## src/rtl/bf_run_ctrl.sv

```systemverilog
// bf_run_ctrl: load / clear / run sequencer around the brainfuck core.
// Streams a program into program RAM, filtering non-commands and checking
// bracket balance, zero-fills data RAM, then resets and runs the core until
// it fetches the terminator or exhausts its cycle budget.
module bf_run_ctrl #(
    parameter int unsigned PROG_ADDR_WIDTH = 8,
    parameter int unsigned DATA_ADDR_WIDTH = 8,
    parameter int unsigned STACK_DEPTH     = 32,
    parameter int unsigned MAX_CYCLES      = 1000000
) (
    input  logic                       clk,
    input  logic                       reset,
    input  logic                       start_i,
    input  logic                       abort_i,
    input  logic [7:0]                 rx_data_i,
    input  logic                       rx_valid_i,
    output logic                       rx_ready_o,
    output logic [PROG_ADDR_WIDTH-1:0] pmem_waddr_o,
    output logic [7:0]                 pmem_wdata_o,
    output logic                       pmem_wen_o,
    output logic [DATA_ADDR_WIDTH-1:0] dmem_waddr_o,
    output logic                       dmem_wen_o,
    output logic                       mem_own_o,
    output logic                       cpu_reset_o,
    output logic                       cpu_en_o,
    input  logic [PROG_ADDR_WIDTH-1:0] cpu_prog_addr_i,
    output logic                       busy_o,
    output logic                       done_o,
    output logic [2:0]                 err_code_o,
    output logic [31:0]                cycles_o
);

    localparam int unsigned DepthW = $clog2(STACK_DEPTH + 1);
    localparam logic [DepthW-1:0]          DepthMax   = DepthW'(STACK_DEPTH);
    localparam logic [PROG_ADDR_WIDTH-1:0] ProgLast   = '1;
    localparam logic [DATA_ADDR_WIDTH-1:0] DataLast   = '1;
    localparam logic [31:0]                CycleLimit = 32'(MAX_CYCLES);

    localparam logic [2:0] ErrNone    = 3'd0;
    localparam logic [2:0] ErrClose   = 3'd1;
    localparam logic [2:0] ErrNest    = 3'd2;
    localparam logic [2:0] ErrOpen    = 3'd3;
    localparam logic [2:0] ErrAbort   = 3'd4;
    localparam logic [2:0] ErrTimeout = 3'd5;

    localparam logic [7:0] ChOpen  = 8'h5B;
    localparam logic [7:0] ChClose = 8'h5D;

    typedef enum logic [2:0] {
        StIdle,
        StLoad,
        StClear,
        StRunRst,
        StRun,
        StDone,
        StErr
    } state_e;

    state_e                     state_q, state_d;
    logic [PROG_ADDR_WIDTH-1:0] wr_ptr_q, wr_ptr_d;
    logic [DepthW-1:0]          depth_q, depth_d;
    logic [DATA_ADDR_WIDTH-1:0] clr_ptr_q, clr_ptr_d;
    logic [PROG_ADDR_WIDTH-1:0] term_addr_q, term_addr_d;
    logic [2:0]                 err_code_q, err_code_d;
    logic [31:0]                cycles_q, cycles_d;
    logic                       rst_cnt_q, rst_cnt_d;
    logic                       is_cmd;
    logic                       accept;

    // Classify the incoming byte as one of the eight commands.
    always_comb begin
        case (rx_data_i)
            8'h3C, 8'h3E, 8'h2B, 8'h2D, 8'h2E, 8'h2C, 8'h5B, 8'h5D: is_cmd = 1'b1;
            default:                                                 is_cmd = 1'b0;
        endcase
    end

    // State register and datapath registers.
    always_ff @(posedge clk) begin
        if (reset) begin
            state_q     <= StIdle;
            wr_ptr_q    <= '0;
            depth_q     <= '0;
            clr_ptr_q   <= '0;
            term_addr_q <= '0;
            err_code_q  <= ErrNone;
            cycles_q    <= '0;
            rst_cnt_q   <= 1'b0;
        end else begin
            state_q     <= state_d;
            wr_ptr_q    <= wr_ptr_d;
            depth_q     <= depth_d;
            clr_ptr_q   <= clr_ptr_d;
            term_addr_q <= term_addr_d;
            err_code_q  <= err_code_d;
            cycles_q    <= cycles_d;
            rst_cnt_q   <= rst_cnt_d;
        end
    end

    // Next-state logic; the program write strobe is combinational with the handshake.
    always_comb begin
        state_d     = state_q;
        wr_ptr_d    = wr_ptr_q;
        depth_d     = depth_q;
        clr_ptr_d   = clr_ptr_q;
        term_addr_d = term_addr_q;
        err_code_d  = err_code_q;
        cycles_d    = cycles_q;
        rst_cnt_d   = rst_cnt_q;
        pmem_wen_o  = 1'b0;
        accept      = (state_q == StLoad) && rx_valid_i;

        case (state_q)
            StIdle, StDone, StErr: begin
                if (start_i) begin
                    state_d    = StLoad;
                    wr_ptr_d   = '0;
                    depth_d    = '0;
                    err_code_d = ErrNone;
                    cycles_d   = '0;
                end
            end
            StLoad: begin
                if (abort_i) begin
                    state_d    = StErr;
                    err_code_d = ErrAbort;
                end else if (accept) begin
                    if (rx_data_i == 8'h00) begin
                        // Terminator fits even in the last slot.
                        pmem_wen_o  = 1'b1;
                        term_addr_d = wr_ptr_q;
                        if (depth_q != '0) begin
                            state_d    = StErr;
                            err_code_d = ErrOpen;
                        end else begin
                            state_d   = StClear;
                            clr_ptr_d = '0;
                        end
                    end else if (is_cmd) begin
                        // Errored commands are consumed but never written.
                        if (wr_ptr_q == ProgLast) begin
                            state_d    = StErr;
                            err_code_d = ErrOpen;
                        end else if (rx_data_i == ChClose && depth_q == '0) begin
                            state_d    = StErr;
                            err_code_d = ErrClose;
                        end else if (rx_data_i == ChOpen && depth_q == DepthMax) begin
                            state_d    = StErr;
                            err_code_d = ErrNest;
                        end else begin
                            pmem_wen_o = 1'b1;
                            wr_ptr_d   = wr_ptr_q + 1'b1;
                            if (rx_data_i == ChOpen) begin
                                depth_d = depth_q + 1'b1;
                            end else if (rx_data_i == ChClose) begin
                                depth_d = depth_q - 1'b1;
                            end
                        end
                    end
                end
            end
            StClear: begin
                if (abort_i) begin
                    state_d    = StErr;
                    err_code_d = ErrAbort;
                end else begin
                    clr_ptr_d = clr_ptr_q + 1'b1;
                    if (clr_ptr_q == DataLast) begin
                        state_d   = StRunRst;
                        rst_cnt_d = 1'b0;
                    end
                end
            end
            StRunRst: begin
                if (abort_i) begin
                    state_d    = StErr;
                    err_code_d = ErrAbort;
                end else begin
                    rst_cnt_d = 1'b1;
                    if (rst_cnt_q) begin
                        state_d = StRun;
                    end
                end
            end
            StRun: begin
                if (abort_i) begin
                    state_d    = StErr;
                    err_code_d = ErrAbort;
                end else begin
                    cycles_d = cycles_q + 32'd1;
                    // Halt detection takes priority over the budget check.
                    if (cpu_prog_addr_i == term_addr_q) begin
                        state_d = StDone;
                    end else if (cycles_d >= CycleLimit) begin
                        state_d    = StErr;
                        err_code_d = ErrTimeout;
                    end
                end
            end
            default: begin
                state_d = StIdle;
            end
        endcase
    end

    // Outputs decoded from the current state.
    always_comb begin
        rx_ready_o   = (state_q == StLoad);
        pmem_waddr_o = wr_ptr_q;
        pmem_wdata_o = rx_data_i;
        dmem_waddr_o = clr_ptr_q;
        dmem_wen_o   = (state_q == StClear);
        mem_own_o    = (state_q == StLoad) || (state_q == StClear);
        cpu_reset_o  = (state_q != StRun);
        cpu_en_o     = (state_q == StRunRst) || (state_q == StRun);
        // The two-cycle core reset counts as part of the run phase.
        busy_o       = (state_q == StLoad) || (state_q == StClear) ||
                       (state_q == StRunRst) || (state_q == StRun);
        done_o       = (state_q == StDone);
        err_code_o   = err_code_q;
        cycles_o     = cycles_q;
    end

endmodule

```

## config.mk

```make
export PLATFORM = sky130hd
export DESIGN_NAME = bf_run_ctrl
export DESIGN_NICKNAME = d
export VERILOG_FILES = /design/src/rtl/bf_run_ctrl.sv
export SDC_FILE = /design/constraint.sdc
export NUM_CORES = 1
export LEC_CHECK = 0
export BUFFER_PORTS_ARGS = -buffer_cell sky130_fd_sc_hd__buf_2
export CORE_MARGIN = 3
export CORE_UTILIZATION = 50
export DETAILED_ROUTE_END_ITERATION = 6
export PLACE_DENSITY = 0.75
export SYNTH_ARGS = -nofsm -noshare
export SYNTH_HDL_FRONTEND = slang
export SYNTH_SLANG_ARGS = --single-unit
```

## constraint.sdc

```tcl
create_clock -name clk -period 3.2 [get_ports clk]
set_input_delay 0 -clock clk [delete_from_list [all_inputs] [get_ports clk]]
set_output_delay 0 -clock clk [all_outputs]
set_load 0.005 [all_outputs]
```

==> results.tsv <==
metric	value	unit
Max Clk Rate	353	MHz
RSZ-0062 raised after global routing	false	
Hold Crit Class	in -> reg	
pin count of the biggest net entering global routing	61	
io pins	88	
DR DRC count	0	
FF-to-FF path depth	9	
clock root buffer	clkbuf_8	
Syn-to-layout area delta	13.7	%
ys flop type	dfxtp_1	
reg-to-reg setup timing slack	0.37	ns
CTS tree	yes	
top cells by area, synth	dfxtp_1, nor2_1, a21oi_1	
DR vias/cell	6.11	
synthesized area	0.00463	mm2
Unique masters post-synth	79	
post-CTS setup buffer count	0	
diode count	0	
# clock sinks	69	
Filler Cell Count	827	
Reg-to-Reg End	state_q[1]	
Synth area leader	dfxtp_1	
port buffer count	87	
final clock skew	0.0105	ns
Mapped Nets	615	
Skew-Pair Late Insertion Delay	0.34	ns
WHS Path Cells	3	
critical path endpoint category	register	
Setup Viol. Count Final	0	
Worst EP required	3.44	ns
most numerous cell in the Yosys netlist	nor2_1	
Max-cap violations	0	
Synth top cells by count	nor2_1, dfxtp_1, a21oi_1	
Core Area	0.00885	mm2
gr ovfl total	0	
Hold Buf Count CTS	0	
Worst Setup Start Kind	register	
data arrival time of the critical path	3.07	ns
VDD IR max	0.356	mV
WS Path Type	reg -> reg	
DR iter-0 viols	206	
Least-Margin Pin Slew	1.17	ns
Final GP Congestion	0.945	
status	complete, no violations	
hold path endpoint	pmem_waddr_o[3]	
DP Wirelength	8820	um
Rows	34	
Post-synth ARST share	0	%
Synth Instances	586	
pwr dens	588	mW/mm2
FF+latch count, synth	69	
Antenna Nets Post-Route	0	
Setup TNS	0	ns
P_leak	2.18	nW
Worst R2R Start	cycles_o[0]	
Multi-input gate area	0.00298	mm2
worst-path maximum fanout	6	
total track usage	23.9	%
Synth top area share	29.8	%
Bufs on Longest Clock Path	2	
Reg clk slew, reported paths	0.08	ns
first-pass GRT wire length	20400	um
fin crit period	2.83	ns
# H-tree levels	3	
CTS Buf Count	9	
hold path start	start_i	
vias in the first global route	4248	
register area	0.00138	mm2
Die Y	102	um
layout cell share with drive strength beyond 1	21.5	%
worst hold slack	0.144	ns
effective utilization at floorplan	52.4	%
final cycle utilization of the critical path	88.4	%
PostCTS Resize Cnt	0	
Post-synth EDFFs	0	
wire per inst	16.1	um
Mapped Avg Cell Area	7.91	um2
initial antenna violation count	0	
Final Hold Viols	0	
via count	4701	
1st-pass router iterations	5	
Die X	102	um
fin nets	685	
register area share after synthesis	29.8	%
die area	0.0105	mm2
Rel. slew slack	22.3	%
Final Slew Violations	0	
Routed WL	12400	um
Ys Warns	0	
-- worst max-delay path: stages (launching register included) --
cell and delay (ns):
dfxtp_1 0.41, ha_1 0.27, nand4_1 0.30, nor2_1 0.41
nand3_1 0.19, a211o_2 0.39, nor4_4 0.17, o211ai_2 0.18
o21a_4 0.24, o21a_1 0.16
-- layer usage --
layer | up-vias | track usage (%) | wire length, um
met2 | 160 | 41.0 | 6050
li1 | 2295 | - | -
met4 | 0 | 6.56 | 165
met1 | 2229 | 30.8 | 5400
met5 | - | 0 | 0
met3 | 17 | 4.57 | 766
-- worst max path at each step --
stage | start | end | slack [ns] | cells after the start
2_1_floorplan | cycles_o[0] | state_q[1] | 0.79 | 9
3_3_place_gp | cycles_o[7] | state_q[1] | 0.56 | 8
3_5_place_dp | cycles_o[0] | state_q[1] | 0.45 | 9
4_1_cts | cycles_o[0] | state_q[1] | 0.43 | 9
5_1_grt | cycles_o[7] | state_q[1] | 0.22 | 8
6_report | cycles_o[0] | state_q[1] | 0.37 | 9
-- stage by stage --
| stage | setup WS, ns | total power [mW] | cells | utilization [%] | area, um2 |
|---|---|---|---|---|---|
| final | 0.370 | 3.10 | 769 | 59.5 | 5270 |
| after global placement | 0.556 | 2.32 | 753 | 57.2 | 5060 |
| after floorplan | 0.788 | 1.99 | 586 | - | 4630 |
| after global routing | 0.221 | 3.31 | 769 | 59.5 | 5270 |
| after detailed placement | 0.452 | 2.35 | 753 | 57.2 | 5060 |
| after CTS | 0.432 | 3.11 | 769 | 59.5 | 5270 |
-- cell families after synthesis --
group,after synthesis,synth area share (%)
flip-flops,69,29.8
adder cells (fa/ha/maj),8,2.32
XOR/XNOR,34,6.43
AND/OR/NAND/NOR,257,30.3
multiplexers,15,3.24
buffers and inverters,51,5.99
AO/OA/AOI/OAI,152,21.9
-- sequential cells by signal, summed over array words and instances (netlist names) --
name          flops
cycles_o         32
dmem_waddr_o      8
pmem_waddr_o      8
term_addr_q       8
depth_q           6
err_code_o        3
state_q           3
rst_cnt_q         1
-- final cells by class --
class                   count  area share, %
clock buffers              11           2.87
clock inverters             5           1.09
inverters                  12          0.855
multi-input cells         466           56.6
flip-flops and latches     69           26.2
well taps                 108           2.56
repair buffers             98           9.83
-- report_power, final --
part	internal [mW]	total, mW	switching, mW
Combinational	0.540	1.33	0.792
Clock	0.404	0.754	0.350
Sequential	0.918	1.01	0.0938
Total	1.86	3.10	1.24
-- cell usage in the layout, fill, tap and decap left out, types with 10 or more instances in the layout --
cell and count:
buf_2 87, a21oi_1 50, buf_4 11, nor2_1 82, o21ai_0 28, xnor2_1 20
nor3_1 26, inv_1 10, xor2_1 14, nand3_1 17, dfxtp_1 69, nand4_1 17
mux2i_1 15, a311oi_1 11, clkbuf_8 11, nand2_1 34
Note: power is estimated with default switching activity, not from simulation.
